$ cat src/rtl/vga_pkg.sv
// Shared 640x480@60 Hz timing constants, colour palette and screen edges
// used by the timing generator and the game renderer.
package vga_pkg;

   localparam int unsigned VGA_CLK_DIV      = 4;
   localparam int unsigned VGA_H_TOTAL      = 800;
   localparam int unsigned VGA_H_SYNC       = 96;
   localparam int unsigned VGA_H_DISP_START = 144;
   localparam int unsigned VGA_H_DISP_END   = 784;
   localparam int unsigned VGA_V_TOTAL      = 525;
   localparam int unsigned VGA_V_SYNC       = 2;
   localparam int unsigned VGA_V_DISP_START = 35;
   localparam int unsigned VGA_V_DISP_END   = 515;

   typedef struct packed {
      logic [3:0] r;
      logic [3:0] g;
      logic [3:0] b;
   } rgb_t;

   localparam logic [11:0] RED          = 12'hF00;
   localparam logic [11:0] WHITE        = 12'hFFF;
   localparam logic [11:0] PINK         = 12'hF6B;
   localparam logic [11:0] BLUE         = 12'h00F;
   localparam logic [11:0] BRIGHT_GREEN = 12'h0F0;
   localparam logic [11:0] BLACK        = 12'h000;
   localparam logic [11:0] PURPLE       = 12'h80F;

   // Inclusive edges of the visible area in counter coordinates.
   localparam int unsigned SCREEN_LEFT   = VGA_H_DISP_START;
   localparam int unsigned SCREEN_RIGHT  = VGA_H_DISP_END - 1;
   localparam int unsigned SCREEN_TOP    = VGA_V_DISP_START;
   localparam int unsigned SCREEN_BOTTOM = VGA_V_DISP_END - 1;

   // 11-bit operands so an end bound of 1024 still compares correctly.
   function automatic logic in_window(input logic [10:0] pos,
                                      input logic [10:0] lo,
                                      input logic [10:0] hi);
      return (pos >= lo) && (pos < hi);
   endfunction

endpackage

$ cat src/rtl/clk_en_div.sv
// Free-running divider producing a one-clk enable every DIV clocks;
// with DIV=1 the enable is constantly high.
module clk_en_div #(
   parameter int unsigned DIV = 4
) (
   input  logic clk,
   input  logic rst,
   output logic en
);

   localparam int unsigned W = (DIV > 1) ? $clog2(DIV) : 1;
   localparam logic [W-1:0] LAST = W'(DIV - 1);

   logic [W-1:0] div_q;
   logic [W-1:0] div_d;

   // Next divider value and the strobe on the last count.
   always_comb begin
      en = (div_q == LAST);
      if (en) begin
         div_d = '0;
      end else begin
         div_d = div_q + W'(1);
      end
   end

   // Divider register.
   always_ff @(posedge clk or posedge rst) begin
      if (rst) begin
         div_q <= '0;
      end else begin
         div_q <= div_d;
      end
   end

endmodule

$ cat src/rtl/vga_timing_gen.sv
// VGA pixel-timing master: pixel enable, h/v counters, bright decode,
// registered sync/colour pins and line/vblank/frame strobes.
module vga_timing_gen
   import vga_pkg::*;
#(
   parameter int unsigned CLK_DIV      = VGA_CLK_DIV,
   parameter int unsigned H_TOTAL      = VGA_H_TOTAL,
   parameter int unsigned H_SYNC       = VGA_H_SYNC,
   parameter int unsigned H_DISP_START = VGA_H_DISP_START,
   parameter int unsigned H_DISP_END   = VGA_H_DISP_END,
   parameter int unsigned V_TOTAL      = VGA_V_TOTAL,
   parameter int unsigned V_SYNC       = VGA_V_SYNC,
   parameter int unsigned V_DISP_START = VGA_V_DISP_START,
   parameter int unsigned V_DISP_END   = VGA_V_DISP_END
) (
   input  logic        clk,
   input  logic        rst,
   output logic        pix_en,
   output logic [9:0]  hCount,
   output logic [9:0]  vCount,
   output logic        bright,
   input  logic [11:0] rgb_in,
   output logic [3:0]  vga_r,
   output logic [3:0]  vga_g,
   output logic [3:0]  vga_b,
   output logic        hsync,
   output logic        vsync,
   output logic        line_tick,
   output logic        vblank_tick,
   output logic        frame_tick
);

   localparam logic [9:0]  H_LAST = 10'(H_TOTAL - 1);
   localparam logic [9:0]  V_LAST = 10'(V_TOTAL - 1);
   localparam logic [10:0] HS_END = 11'(H_SYNC);
   localparam logic [10:0] VS_END = 11'(V_SYNC);
   localparam logic [10:0] V_BLANK_LINE = 11'(V_DISP_END);

   logic [9:0] h_q, h_d;
   logic [9:0] v_q, v_d;
   logic       hsync_q, hsync_d;
   logic       vsync_q, vsync_d;
   rgb_t       rgb_q, rgb_d;
   logic       line_q, line_d;
   logic       vblank_q, vblank_d;
   logic       frame_q, frame_d;

   clk_en_div #(.DIV(CLK_DIV)) u_pix_div (
      .clk (clk),
      .rst (rst),
      .en  (pix_en)
   );

   // Counter advance, decode and next values of every registered output.
   always_comb begin
      h_d      = h_q;
      v_d      = v_q;
      hsync_d  = hsync_q;
      vsync_d  = vsync_q;
      rgb_d    = rgb_q;
      line_d   = 1'b0;
      vblank_d = 1'b0;
      frame_d  = 1'b0;
      bright   = in_window({1'b0, h_q}, 11'(H_DISP_START), 11'(H_DISP_END)) &&
                 in_window({1'b0, v_q}, 11'(V_DISP_START), 11'(V_DISP_END));
      if (pix_en) begin
         if (h_q == H_LAST) begin
            h_d = 10'd0;
            if (v_q == V_LAST) begin
               v_d = 10'd0;
            end else begin
               v_d = v_q + 10'd1;
            end
         end else begin
            h_d = h_q + 10'd1;
         end
         // Pins show the pixel the counters held before this edge.
         hsync_d  = ~({1'b0, h_q} < HS_END);
         vsync_d  = ~({1'b0, v_q} < VS_END);
         rgb_d    = bright ? rgb_t'(rgb_in) : rgb_t'(12'h000);
         line_d   = (h_d == 10'd0);
         vblank_d = (h_d == 10'd0) && ({1'b0, v_d} == V_BLANK_LINE);
         frame_d  = (h_d == 10'd0) && (v_d == 10'd0);
      end else begin
         line_d   = 1'b0;
      end
   end

   // All timing state.
   always_ff @(posedge clk or posedge rst) begin
      if (rst) begin
         h_q      <= 10'd0;
         v_q      <= 10'd0;
         hsync_q  <= 1'b1;
         vsync_q  <= 1'b1;
         rgb_q    <= rgb_t'(12'h000);
         line_q   <= 1'b0;
         vblank_q <= 1'b0;
         frame_q  <= 1'b0;
      end else begin
         h_q      <= h_d;
         v_q      <= v_d;
         hsync_q  <= hsync_d;
         vsync_q  <= vsync_d;
         rgb_q    <= rgb_d;
         line_q   <= line_d;
         vblank_q <= vblank_d;
         frame_q  <= frame_d;
      end
   end

   assign hCount      = h_q;
   assign vCount      = v_q;
   assign hsync       = hsync_q;
   assign vsync       = vsync_q;
   assign vga_r       = rgb_q.r;
   assign vga_g       = rgb_q.g;
   assign vga_b       = rgb_q.b;
   assign line_tick   = line_q;
   assign vblank_tick = vblank_q;
   assign frame_tick  = frame_q;

endmodule

$ cat config.mk
export PLATFORM = sky130hd
export DESIGN_NAME = vga_timing_gen
export DESIGN_NICKNAME = d
export VERILOG_FILES = /design/src/rtl/vga_pkg.sv /design/src/rtl/clk_en_div.sv /design/src/rtl/vga_timing_gen.sv
export SDC_FILE = /design/constraint.sdc
export NUM_CORES = 1
export LEC_CHECK = 0
export CORE_AREA = 4 4 130 70
export DETAILED_ROUTE_END_ITERATION = 10
export DIE_AREA = 0 0 134 74
export DONT_BUFFER_PORTS = 1
export SYNTH_ARGS = -nofsm -noshare
export SYNTH_HDL_FRONTEND = slang
export SYNTH_SLANG_ARGS = --single-unit
$ cat constraint.sdc
create_clock -name clk -period 4.3 [get_ports clk]
set_clock_uncertainty 0.05 [all_clocks]
set_input_delay 0.43 -clock clk [delete_from_list [all_inputs] [get_ports clk]]
set_output_delay 0.43 -clock clk [all_outputs]
set_load 0.02 [all_outputs]
==> out/qor.csv <==
stage;metric;value;unit
synth;largest cells by area after synthesis;dfrtp_1, nand2_1, o21ai_0, xnor2_1, o22ai_1;
global_routing;vias in the first global route;1720;
floorplanning;I/O pin cnt;53;
finish;fin cells;365;
global_routing;GR Util met2;17.6;%
synth;Netlist Area Pre-Place;2310;um^2
sta;final setup fails;0;
place;Placed Cells;357;
cts;Clock transition at path regs;60;ps
synth;Post-synth EDFFs;0;
critical_path;Critical Path AT;2470;ps
synth;Yosys top cell by area;dfrtp_1;
finish;NumNets Final;272;
sta;final count of pins violating max slew;0;
floorplanning;Die Ht;74;um
power_and_ir_drop;pwr dens;299;nW/um^2
sta;unrepaired setup endpoints after global routing;no;
finish;share of post-route cells with drive strength above 1;9.09;%
synth;synth unique cells;49;
sta;Tmin final;2950;ps
cts;Max clock buf depth;2;
synth;Cells after Synth;265;
cts;number of hold buffers added after CTS;0;
global_routing;initial antenna violation count;0;
synth;synthesized area per cell;8.72;um^2
place;DP HPWL;3820;um
global_routing;GRT Total Usage;11.0;%
cts;CTS resizes;0;
power_and_ir_drop;total power;0.736;mW
power_and_ir_drop;maximum vdd drop;0.000125;V
critical_path;Worst R2R Start;hCount[1];
finish;post-route cell area;2460;um^2
critical_path;CP startpoint;vCount[2];
global_routing;M3 GR Usage;4.12;%
floorplanning;Initial Utilization;29.4;%
sta;Setup TNS;0;ps
synth;Post-synth ARST share;100;%
route;Final ANT Viol Nets;0;
synth;Post-Syn Nets;285;
finish;fin util;31.4;%
synth;synth warn;0;
route;DR iter-0 viols;175;
sta;Final WS setup;1350;ps
critical_path;Worst EP required;3820;ps
place;Buffers on Ports;0;
route;TritonRoute pass-1 iters;4;
sta;Tcrit/Tclk final;68.6;%
critical_path;crit end category;primary output;
cts;CTS root buf;clkbuf_16;
global_routing;first-pass GRT wire length;8660;um
route;vias;1802;
place;GPL Wtd Cong;0.831;
route;# DRC;0;
cts;CTS tree;yes;
run_status;status;completed;
sta;Slew @ Worst Pin;611;ps
critical_path;Worst setup SP type;flop;
sta;Slew headroom;59.3;%
min_path;Hold/Removal Path Class;input port to asynchronous set/reset pin;
route;WL per Instance;14.4;um
place;Post-Place Worst Slack;1650;ps
floorplanning;Core Area;7860;um^2
route;WL final;5250;um
synth;Main synth FF type;dfrtp_1;
synth;dominant cell by count in the synthesized netlist;nand2_1;
global_routing;GRT met1 Usage;13.4;%
global_routing;pin count of the biggest net entering global routing;40;
cts;worst skew pair latency;280;ps
route;DR vias/cell;4.94;
floorplanning;std cell rows;23;
synth;Synth top area share;40.1;%
power_and_ir_drop;P_leak;0.964;nW
floorplanning;Die X-Extent;134;um
sta;f_max;339;MHz
critical_path;Worst Reg-to-Reg Cells;7;
synth;post-synthesis sequential area ratio;42.3;%
cts;post-CTS setup buffers;0;
critical_path;CP Max Fanout;13;
synth;Yosys reg bits;39;
cts;CTS buffer count;5;
global_routing;grt total ovfl;0;
sta;Final Hold Vio Count;0;
flow_run;Max Cap Viol;0;
sta;hold_ws;104;ps
finish;ANT cells;0;
cts;H-tree depth;2;
cts;clk sinks;39;
floorplanning;die area;9920;um^2
place;placed inst area;2320;um^2
critical_path;reg-to-reg endpoint;vblank_tick;
critical_path;Setup CP Type;flop to primary output;
global_routing;global route hottest layer;met2;
finish;P&R area growth vs syn;6.66;%
critical_path;r2r setup slk;1840;ps
synth;Post-synth top cells;nand2_1, dfrtp_1, inv_1;
-- worst max-delay path, cell delays in order (launching register included) --
cell and delay [ps]:
dfrtp_1 550, or3_1 470, o21ai_0 180, a21oi_1 90, a21oi_1 200, a311o_1 470, inv_1 230
-- final cells by class --
type / count / area [um^2]
timing repair buffer: 2 / 15.0
sequential: 39 / 978
inverter: 20 / 75.1
multi-input combinational: 184 / 1120
clock inverter: 3 / 15.0
clock buffer: 5 / 125
tap: 112 / 140
fill: 816 / 5390
-- sequential cells by signal, summed over array words and instances (netlist names) --
| signal | cells |
|---|---|
| vga_r | 4 |
| u_pix_div.div_q | 2 |
| vga_g | 4 |
| vga_b | 4 |
| hCount | 10 |
| vCount | 10 |
| frame_tick | 1 |
| vblank_tick | 1 |
| vsync | 1 |
| line_tick | 1 |
| hsync | 1 |
-- placed cells by master, fill, tap and decap left out, drive strengths merged, types with 2 or more instances in the layout --
cell,synthesis,routed
or4,3,3
nor4,3,3
a21o,2,2
buf,11,2
nand4,5,5
o31ai,4,4
clkbuf,11,5
o22ai,13,13
inv,20,20
and2,3,3
o21ai,19,19
o31a,2,2
and3,3,3
a31oi,3,3
nor3,11,11
dfrtp,37,37
a21oi,8,8
ha,6,6
nand2b,2,2
xnor2,10,10
xor2,6,6
dfstp,2,2
nand3,12,12
nand2,38,38
nor2,16,16
clkinv,0,3
-- cell families (layout without fill, tap and decap cells) --
logic type,after synthesis,after routing,synth area share (%)
XOR/XNOR,16,16,6.06
AO/OA/AOI/OAI,60,60,16.3
AND/OR/NAND/NOR,102,102,22.6
adder cells (fa/ha/maj),6,6,3.25
flip-flops,39,39,42.3
buffers and inverters,42,30,9.47
-- worst max path at each step --
stage	to	slack (ps)	cells past startpoint
6_report	bright	1350	6
4_1_cts	bright	1330	6
3_3_place_gp	bright	1660	6
3_5_place_dp	bright	1650	6
5_1_grt	bright	1080	6
2_1_floorplan	bright	1830	7
-- metal layers --
layer | wire, um | vias to the layer above
met2 | 2520 | 42
met3 | 376 | 6
met4 | 80 | 0
li1 | - | 891
met5 | 0 | -
met1 | 2270 | 863
-- power by group --
group          internal [mW]  switching, mW
sequential             0.367              0
clock                  0.212          0.150
combinational       0.000685        0.00709
total                  0.579          0.157
No activity file was read; power rests on OpenSTA's default activity.
